## src/rtl/pkt_gen_if.sv

```systemverilog
// Handshake and configuration bundle between a burst requester and pkt_gen.
// The master side requests bursts and supplies the frame shape; the slave
// side (the generator) drives the frame line and burst status back.
interface pkt_gen_if #(
    parameter int CNT_W = 32,
    parameter int LEN_W = 16
);
    logic             start;
    logic             abort;
    logic [CNT_W-1:0] num_pkts;
    logic [LEN_W-1:0] low_len;
    logic [LEN_W-1:0] gap_len;
    logic             sig;
    logic             busy;
    logic             done;
    logic [CNT_W-1:0] sent_cnt;

    modport master (
        output start,
        output abort,
        output num_pkts,
        output low_len,
        output gap_len,
        input  sig,
        input  busy,
        input  done,
        input  sent_cnt
    );

    modport slave (
        input  start,
        input  abort,
        input  num_pkts,
        input  low_len,
        input  gap_len,
        output sig,
        output busy,
        output done,
        output sent_cnt
    );
endinterface

```

## src/rtl/pkt_gen.sv

```systemverilog
// Programmable active-low frame generator for the falling-edge frame-counting
// link. Emits a burst of frames with programmable low width and high gap and
// keeps a running count of falling edges sent.
//
// state | meaning
// ------+---------------------------------------------------------------
// IDLE  | sig high, not busy; waits for start (abort wins over start)
// LOW   | sig low for the latched low width of the current frame
// GAP   | sig high for the latched gap; then next frame or burst end
module pkt_gen #(
    parameter int CNT_W = 32,
    parameter int LEN_W = 16
) (
    input  logic      clk,
    input  logic      rst_n,
    pkt_gen_if.slave  bus
);

    typedef enum logic [1:0] {
        ST_IDLE = 2'd0,
        ST_LOW  = 2'd1,
        ST_GAP  = 2'd2
    } state_t;

    state_t           state_q,    state_d;
    logic [CNT_W-1:0] num_q,      num_d;
    logic [LEN_W-1:0] low_q,      low_d;
    logic [LEN_W-1:0] gap_q,      gap_d;
    logic [LEN_W-1:0] len_cnt_q,  len_cnt_d;
    logic [CNT_W-1:0] frm_cnt_q,  frm_cnt_d;
    logic [CNT_W-1:0] sent_cnt_q, sent_cnt_d;
    logic             sig_q,      sig_d;
    logic             busy_q,     busy_d;
    logic             done_q,     done_d;

    logic [LEN_W-1:0] low_clamp;
    logic [LEN_W-1:0] gap_clamp;
    logic             len_tc;
    logic             last_frame;

    // Zero lengths behave as one cycle; terminal-count and completion decode.
    // Completion uses the internal frame counter, never sent_cnt, and a
    // latched count of zero means run until aborted.
    always_comb begin
        low_clamp  = (bus.low_len == '0) ? LEN_W'(1) : bus.low_len;
        gap_clamp  = (bus.gap_len == '0) ? LEN_W'(1) : bus.gap_len;
        len_tc     = (len_cnt_q == '0);
        last_frame = (frm_cnt_q == num_q) && (num_q != '0);
    end

    // State and datapath register with asynchronous active-low reset.
    always_ff @(posedge clk or negedge rst_n) begin
        if (!rst_n) begin
            state_q    <= ST_IDLE;
            num_q      <= '0;
            low_q      <= '0;
            gap_q      <= '0;
            len_cnt_q  <= '0;
            frm_cnt_q  <= '0;
            sent_cnt_q <= '0;
            sig_q      <= 1'b1;
            busy_q     <= 1'b0;
            done_q     <= 1'b0;
        end else begin
            state_q    <= state_d;
            num_q      <= num_d;
            low_q      <= low_d;
            gap_q      <= gap_d;
            len_cnt_q  <= len_cnt_d;
            frm_cnt_q  <= frm_cnt_d;
            sent_cnt_q <= sent_cnt_d;
            sig_q      <= sig_d;
            busy_q     <= busy_d;
            done_q     <= done_d;
        end
    end

    // Next-state and registered-output decode; done is a one-cycle pulse.
    always_comb begin
        state_d    = state_q;
        num_d      = num_q;
        low_d      = low_q;
        gap_d      = gap_q;
        len_cnt_d  = len_cnt_q;
        frm_cnt_d  = frm_cnt_q;
        sent_cnt_d = sent_cnt_q;
        sig_d      = sig_q;
        busy_d     = busy_q;
        done_d     = 1'b0;

        case (state_q)
            ST_IDLE: begin
                sig_d  = 1'b1;
                busy_d = 1'b0;
                if (bus.start && !bus.abort) begin
                    state_d    = ST_LOW;
                    num_d      = bus.num_pkts;
                    low_d      = low_clamp;
                    gap_d      = gap_clamp;
                    len_cnt_d  = low_clamp - LEN_W'(1);
                    frm_cnt_d  = CNT_W'(1);
                    sent_cnt_d = CNT_W'(1);
                    sig_d      = 1'b0;
                    busy_d     = 1'b1;
                end
            end

            ST_LOW: begin
                if (bus.abort) begin
                    state_d = ST_IDLE;
                    sig_d   = 1'b1;
                    busy_d  = 1'b0;
                    done_d  = 1'b1;
                end else if (len_tc) begin
                    state_d   = ST_GAP;
                    sig_d     = 1'b1;
                    len_cnt_d = gap_q - LEN_W'(1);
                end else begin
                    len_cnt_d = len_cnt_q - LEN_W'(1);
                end
            end

            ST_GAP: begin
                if (bus.abort) begin
                    state_d = ST_IDLE;
                    sig_d   = 1'b1;
                    busy_d  = 1'b0;
                    done_d  = 1'b1;
                end else if (len_tc) begin
                    if (last_frame) begin
                        state_d = ST_IDLE;
                        sig_d   = 1'b1;
                        busy_d  = 1'b0;
                        done_d  = 1'b1;
                    end else begin
                        // Frame and edge counters wrap silently in continuous mode.
                        state_d    = ST_LOW;
                        sig_d      = 1'b0;
                        len_cnt_d  = low_q - LEN_W'(1);
                        frm_cnt_d  = frm_cnt_q + CNT_W'(1);
                        sent_cnt_d = sent_cnt_q + CNT_W'(1);
                    end
                end else begin
                    len_cnt_d = len_cnt_q - LEN_W'(1);
                end
            end

            default: begin
                state_d = ST_IDLE;
                sig_d   = 1'b1;
                busy_d  = 1'b0;
            end
        endcase
    end

    // All outputs come straight from flops.
    always_comb begin
        bus.sig      = sig_q;
        bus.busy     = busy_q;
        bus.done     = done_q;
        bus.sent_cnt = sent_cnt_q;
    end

endmodule

```

## src/flat_wrapper.sv

```systemverilog
// flat-port wrapper written by rule: the top's interface ports become plain ports
module pkt_gen_flat 
#(
    parameter int CNT_W = 32,
    parameter int LEN_W = 16
)
  (clk, rst_n, bus_start, bus_abort, bus_num_pkts, bus_low_len, bus_gap_len, bus_sig, bus_busy, bus_done, bus_sent_cnt);
  pkt_gen_if #(.CNT_W(CNT_W), .LEN_W(LEN_W)) bus_i ();
  input  logic clk;
  input  logic rst_n;
  input wire logic [$bits(bus_i.start)-1:0] bus_start;
  input wire logic [$bits(bus_i.abort)-1:0] bus_abort;
  input wire logic [$bits(bus_i.num_pkts)-1:0] bus_num_pkts;
  input wire logic [$bits(bus_i.low_len)-1:0] bus_low_len;
  input wire logic [$bits(bus_i.gap_len)-1:0] bus_gap_len;
  output wire logic [$bits(bus_i.sig)-1:0] bus_sig;
  output wire logic [$bits(bus_i.busy)-1:0] bus_busy;
  output wire logic [$bits(bus_i.done)-1:0] bus_done;
  output wire logic [$bits(bus_i.sent_cnt)-1:0] bus_sent_cnt;
  assign bus_i.start = bus_start;
  assign bus_i.abort = bus_abort;
  assign bus_i.num_pkts = bus_num_pkts;
  assign bus_i.low_len = bus_low_len;
  assign bus_i.gap_len = bus_gap_len;
  assign bus_sig = bus_i.sig;
  assign bus_busy = bus_i.busy;
  assign bus_done = bus_i.done;
  assign bus_sent_cnt = bus_i.sent_cnt;
  pkt_gen #(.CNT_W(CNT_W), .LEN_W(LEN_W)) u_core (.clk(clk), .rst_n(rst_n), .bus(bus_i));
endmodule
```

## config.mk

```make
export PLATFORM = sky130hd
export DESIGN_NAME = pkt_gen_flat
export DESIGN_NICKNAME = d
export VERILOG_FILES = /design/src/rtl/pkt_gen_if.sv /design/src/rtl/pkt_gen.sv /design/src/flat_wrapper.sv
export SDC_FILE = /design/constraint.sdc
export NUM_CORES = 1
export LEC_CHECK = 0
export ABC_CLOCK_PERIOD_IN_PS = 3050
export CAP_MARGIN = 20
export CORE_MARGIN = 5
export CORE_UTILIZATION = 58
export CTS_CLUSTER_SIZE = 25
export DETAILED_ROUTE_END_ITERATION = 16
export PLACE_DENSITY = 0.81
export SLEW_MARGIN = 30
export SYNTH_ARGS = -nofsm -noshare
export SYNTH_HDL_FRONTEND = slang
export SYNTH_SLANG_ARGS = --single-unit
```

## constraint.sdc

```tcl
create_clock -name clk -period 3.05 [get_ports clk]
set_clock_uncertainty 0.1 [all_clocks]
set_input_delay 0.7625 -clock clk [delete_from_list [all_inputs] [get_ports clk]]
set_output_delay 0.7625 -clock clk [all_outputs]
set_load 0.05 [all_outputs]
```

==> flow_summary.json <==
{
  "multi_input_area_um2": 5610,
  "drt_pass1_iterations": 8,
  "n_fill_cell": 1219,
  "core_region_area_um2": 16500,
  "dr.first_iter.drc_count": 886,
  "end_kind": "register",
  "regArea_um2": 3730,
  "cp_data_required_time_ns": 3.26,
  "io_pins": 103,
  "place_ws_ns": -0.470,
  "place_hpwl_mm": 19.4,
  "maxCapViolations": 0,
  "synth.distinct_cells": 80,
  "nets": 1198,
  "status": "finished clean",
  "layout-drive-gt1-share_pct": 19.7,
  "wirelength_mm": 27.5,
  "final_area_um2": 11900,
  "finalPower_uw": 9560,
  "post-route-min-period_ns": 2.92,
  "min_path_type": "input pin to asynchronous set/reset pin",
  "power.leakage_uw": 0.00466,
  "powerDensity_nw_per_um2": 804,
  "critPathSlowestCell": "or4_4",
  "die_width_um": 139,
  "fmax_mhz": 342,
  "syn_to_final_growth_pct": 22.9,
  "vias": 8984,
  "worstPathCellList": "clkdlybuf4s50_1, or4_4, nor4_4, a21oi_1, ha_1, or4b_4, nor2_1, xor2_1, nor2_1, a31oi_1, mux2_4",
  "routabilityCongestion": 1.02,
  "avgSynthCellArea_um2": 9.66,
  "vdd_drop_max_v": 0.000463,
  "drt.antenna.violating_nets": 0,
  "maxSlewViolCount": 0,
  "cts_tree": "built",
  "max_stage_delay_ns": 0.57,
  "synth_seq_cells": 149,
  "place_inst": 1320,
  "worstSkewPairLatency_ns": 0.43,
  "final.setup.worst_slack_ns": 0.128,
  "start_util_pct": 58.7,
  "cts_inserted_buffers": 17,
  "htreeDepth": 4,
  "async_reset_ff_share_pct": 100,
  "synth_nets": 1080,
  "rows": 47,
  "grt_pass1_wl_mm": 44.7,
  "port_buffers": 102,
  "slew_headroom_pct": 31.9,
  "wl_per_cell_um": 20.3,
  "cts.sink_count": 149,
  "drcViolationCount": 0,
  "first_global_vias": 8607,
  "grt_max_degree": 70,
  "path_common_cell": "nor2_1",
  "cts.clk_slew.worst_paths_ns": 0.06,
  "setup-violations-final": 0,
  "rsz0062_at_grt": "false",
  "synth-edff-count": 0,
  "critPathKind": "input pin to register",
  "mostFrequentLayoutCells": "148 x dfrtp_1, 101 x clkdlybuf4s50_1, 67 x nand2_1, 63 x mux2_2, 57 x a21oi_1",
  "crit_arrival_ns": 3.14,
  "die-area_um2": 19300,
  "start_kind": "input pin",
  "grt.overflow.total": 0,
  "yosysWarningCount": 0,
  "final_cells": 1352,
  "synth_cells": 1001,
  "dpl_cell_area_um2": 11200,
  "vias_per_cell": 6.64,
  "worstPathMaxFanout": 6,
  "synth_ff_type": "dfrtp_1",
  "ys_seq_area_share_pct": 38.6,
  "fp.dieH_um": 139,
  "synth_area_um2": 9670,
  "post_cts_buffers": 0,
  "antenna_cells": 0,
  "fin_crit_sh_pct": 95.8,
  "worstMarginPinSlew_ns": 1.02,
  "clockBufferDepth": 2,
  "clockRootBuffer": "clkbuf_16",
  "hold_viol_final": 0,
  "grt_usage_pct": 28.1,
  "final_common_cell": "dfrtp_1",
  "antenna_found_initial": 1
}
[final cells by class]
| class | instances | area share [%] |
|---|---|---|
| Multi-Input combinational cell | 771 | 47.2 |
| Timing Repair Buffer | 163 | 13.0 |
| Clock buffer | 18 | 3.70 |
| Sequential cell | 149 | 31.4 |
| Tap cell | 220 | 2.32 |
| Inverter | 17 | 0.537 |
| Clock inverter | 14 | 1.87 |
[worst paths after layout]
check,start,endpoint,slack (ns),cells past startpoint
max in group asynchronous,rst_n,u_core.bus.sig,1.93,2
setup reg to reg,u_core.frm_cnt_q[5],u_core.bus.sent_cnt[17],0.18,6
hold / removal,rst_n,u_core.gap_q[6],0.19,1
setup / recovery,bus_low_len[9],u_core.len_cnt_q[6],0.13,11
min in group clk,u_core.bus.sig,u_core.bus.sig,0.36,2
hold reg to reg,u_core.bus.sig,u_core.bus.sig,0.36,2
[logic make-up after synthesis]
group | synth area share (%)
DFF | 38.6
buffers and inverters | 3.73
adders and majority gates | 1.42
xor gates and xnor gates | 5.51
and+or+nand+nor | 23.2
AOI/OAI and AO/OA | 15.6
muxes | 11.9
[report_power, final]
| group | internal, uW | switching [uW] | total (uW) |
|---|---|---|---|
| Clock | 1480 | 884 | 2370 |
| Combinational | 1720 | 2030 | 3760 |
| Sequential | 2580 | 852 | 3430 |
| Total | 5780 | 3770 | 9560 |
[worst max-delay path, delay by kind of cell]
kind / cells / cell delay, ns
compound gates: 2 / 0.18
xor+xnor: 1 / 0.13
fa+ha+maj: 1 / 0.22
buf+inv: 1 / 0.43
mux: 1 / 0.28
simple gates: 5 / 1.13
[state kept, by name, summed over array words and instances, names as in the netlist]
register and count:
u_core.gap_q 16, u_core.state_q 2, u_core.bus.busy 1, u_core.frm_cnt_q 32
u_core.bus.done 1, u_core.len_cnt_q 16, u_core.bus.sent_cnt 32, u_core.low_q 16
u_core.bus.sig 1, u_core.num_q 32
[per-layer routing]
layer	wire, um	global-route usage (%)	vias up
li1	-	-	4076
met1	11500	38.4	4361
met2	12700	43.8	472
met3	2540	7.17	73
met4	710	9.68	2
met5	14	0	-
[synthesized netlist by cell type (4+ instances only)]
cell	instances	area [um2]
dfrtp_1	148	3700
nand2_1	67	251
mux2_2	63	709
a21oi_1	57	285
clkbuf_1	46	173
nor3_1	44	220
xor2_1	44	385
nor2_1	37	139
nand3_1	36	180
nor4_1	34	213
mux2i_1	32	320
o21ai_0	32	160
a31oi_1	26	163
or2_2	25	156
nand4_1	24	150
or4_1	20	150
o31ai_1	18	135
inv_1	16	60.1
and4_1	15	131
xnor2_1	15	131
a211oi_1	14	105
and3_1	12	75.1
buf_2	11	55.1
ha_1	11	138
or3_1	10	62.6
mux2_4	8	120
nand2b_1	8	50.1
o221ai_1	8	70.1
o41ai_1	8	70.1
nor4_2	7	87.6
o22ai_1	7	43.8
a221o_1	6	60.1
nor3b_1	5	37.5
a22o_1	4	35.0
a41o_1	4	40.0
nand3b_1	4	30.0
nor4_4	4	85.1
o211ai_1	4	30.0
o311a_1	4	40.0
o31a_1	4	35.0
[repair_timing]
action	CTS	global route
hold buffers	0	0
gates cloned	0	0
endpoints found under the setup margin	1	5
resized for setup	1	1
[metrics by stage]
stage / TNS [ns] / hold WS, ns / utilization, %
finish: 0 / 0.192 / 72.2
global route: 0 / 0.228 / 72.2
CTS: 0 / 0.201 / 72.1
detailed placement: -3.50 / 0.357 / 68.1
global placement: -2.98 / 0.356 / 68.1
floorplan: 0 / 0.367 / -
Power figures use the tool's default switching activity.
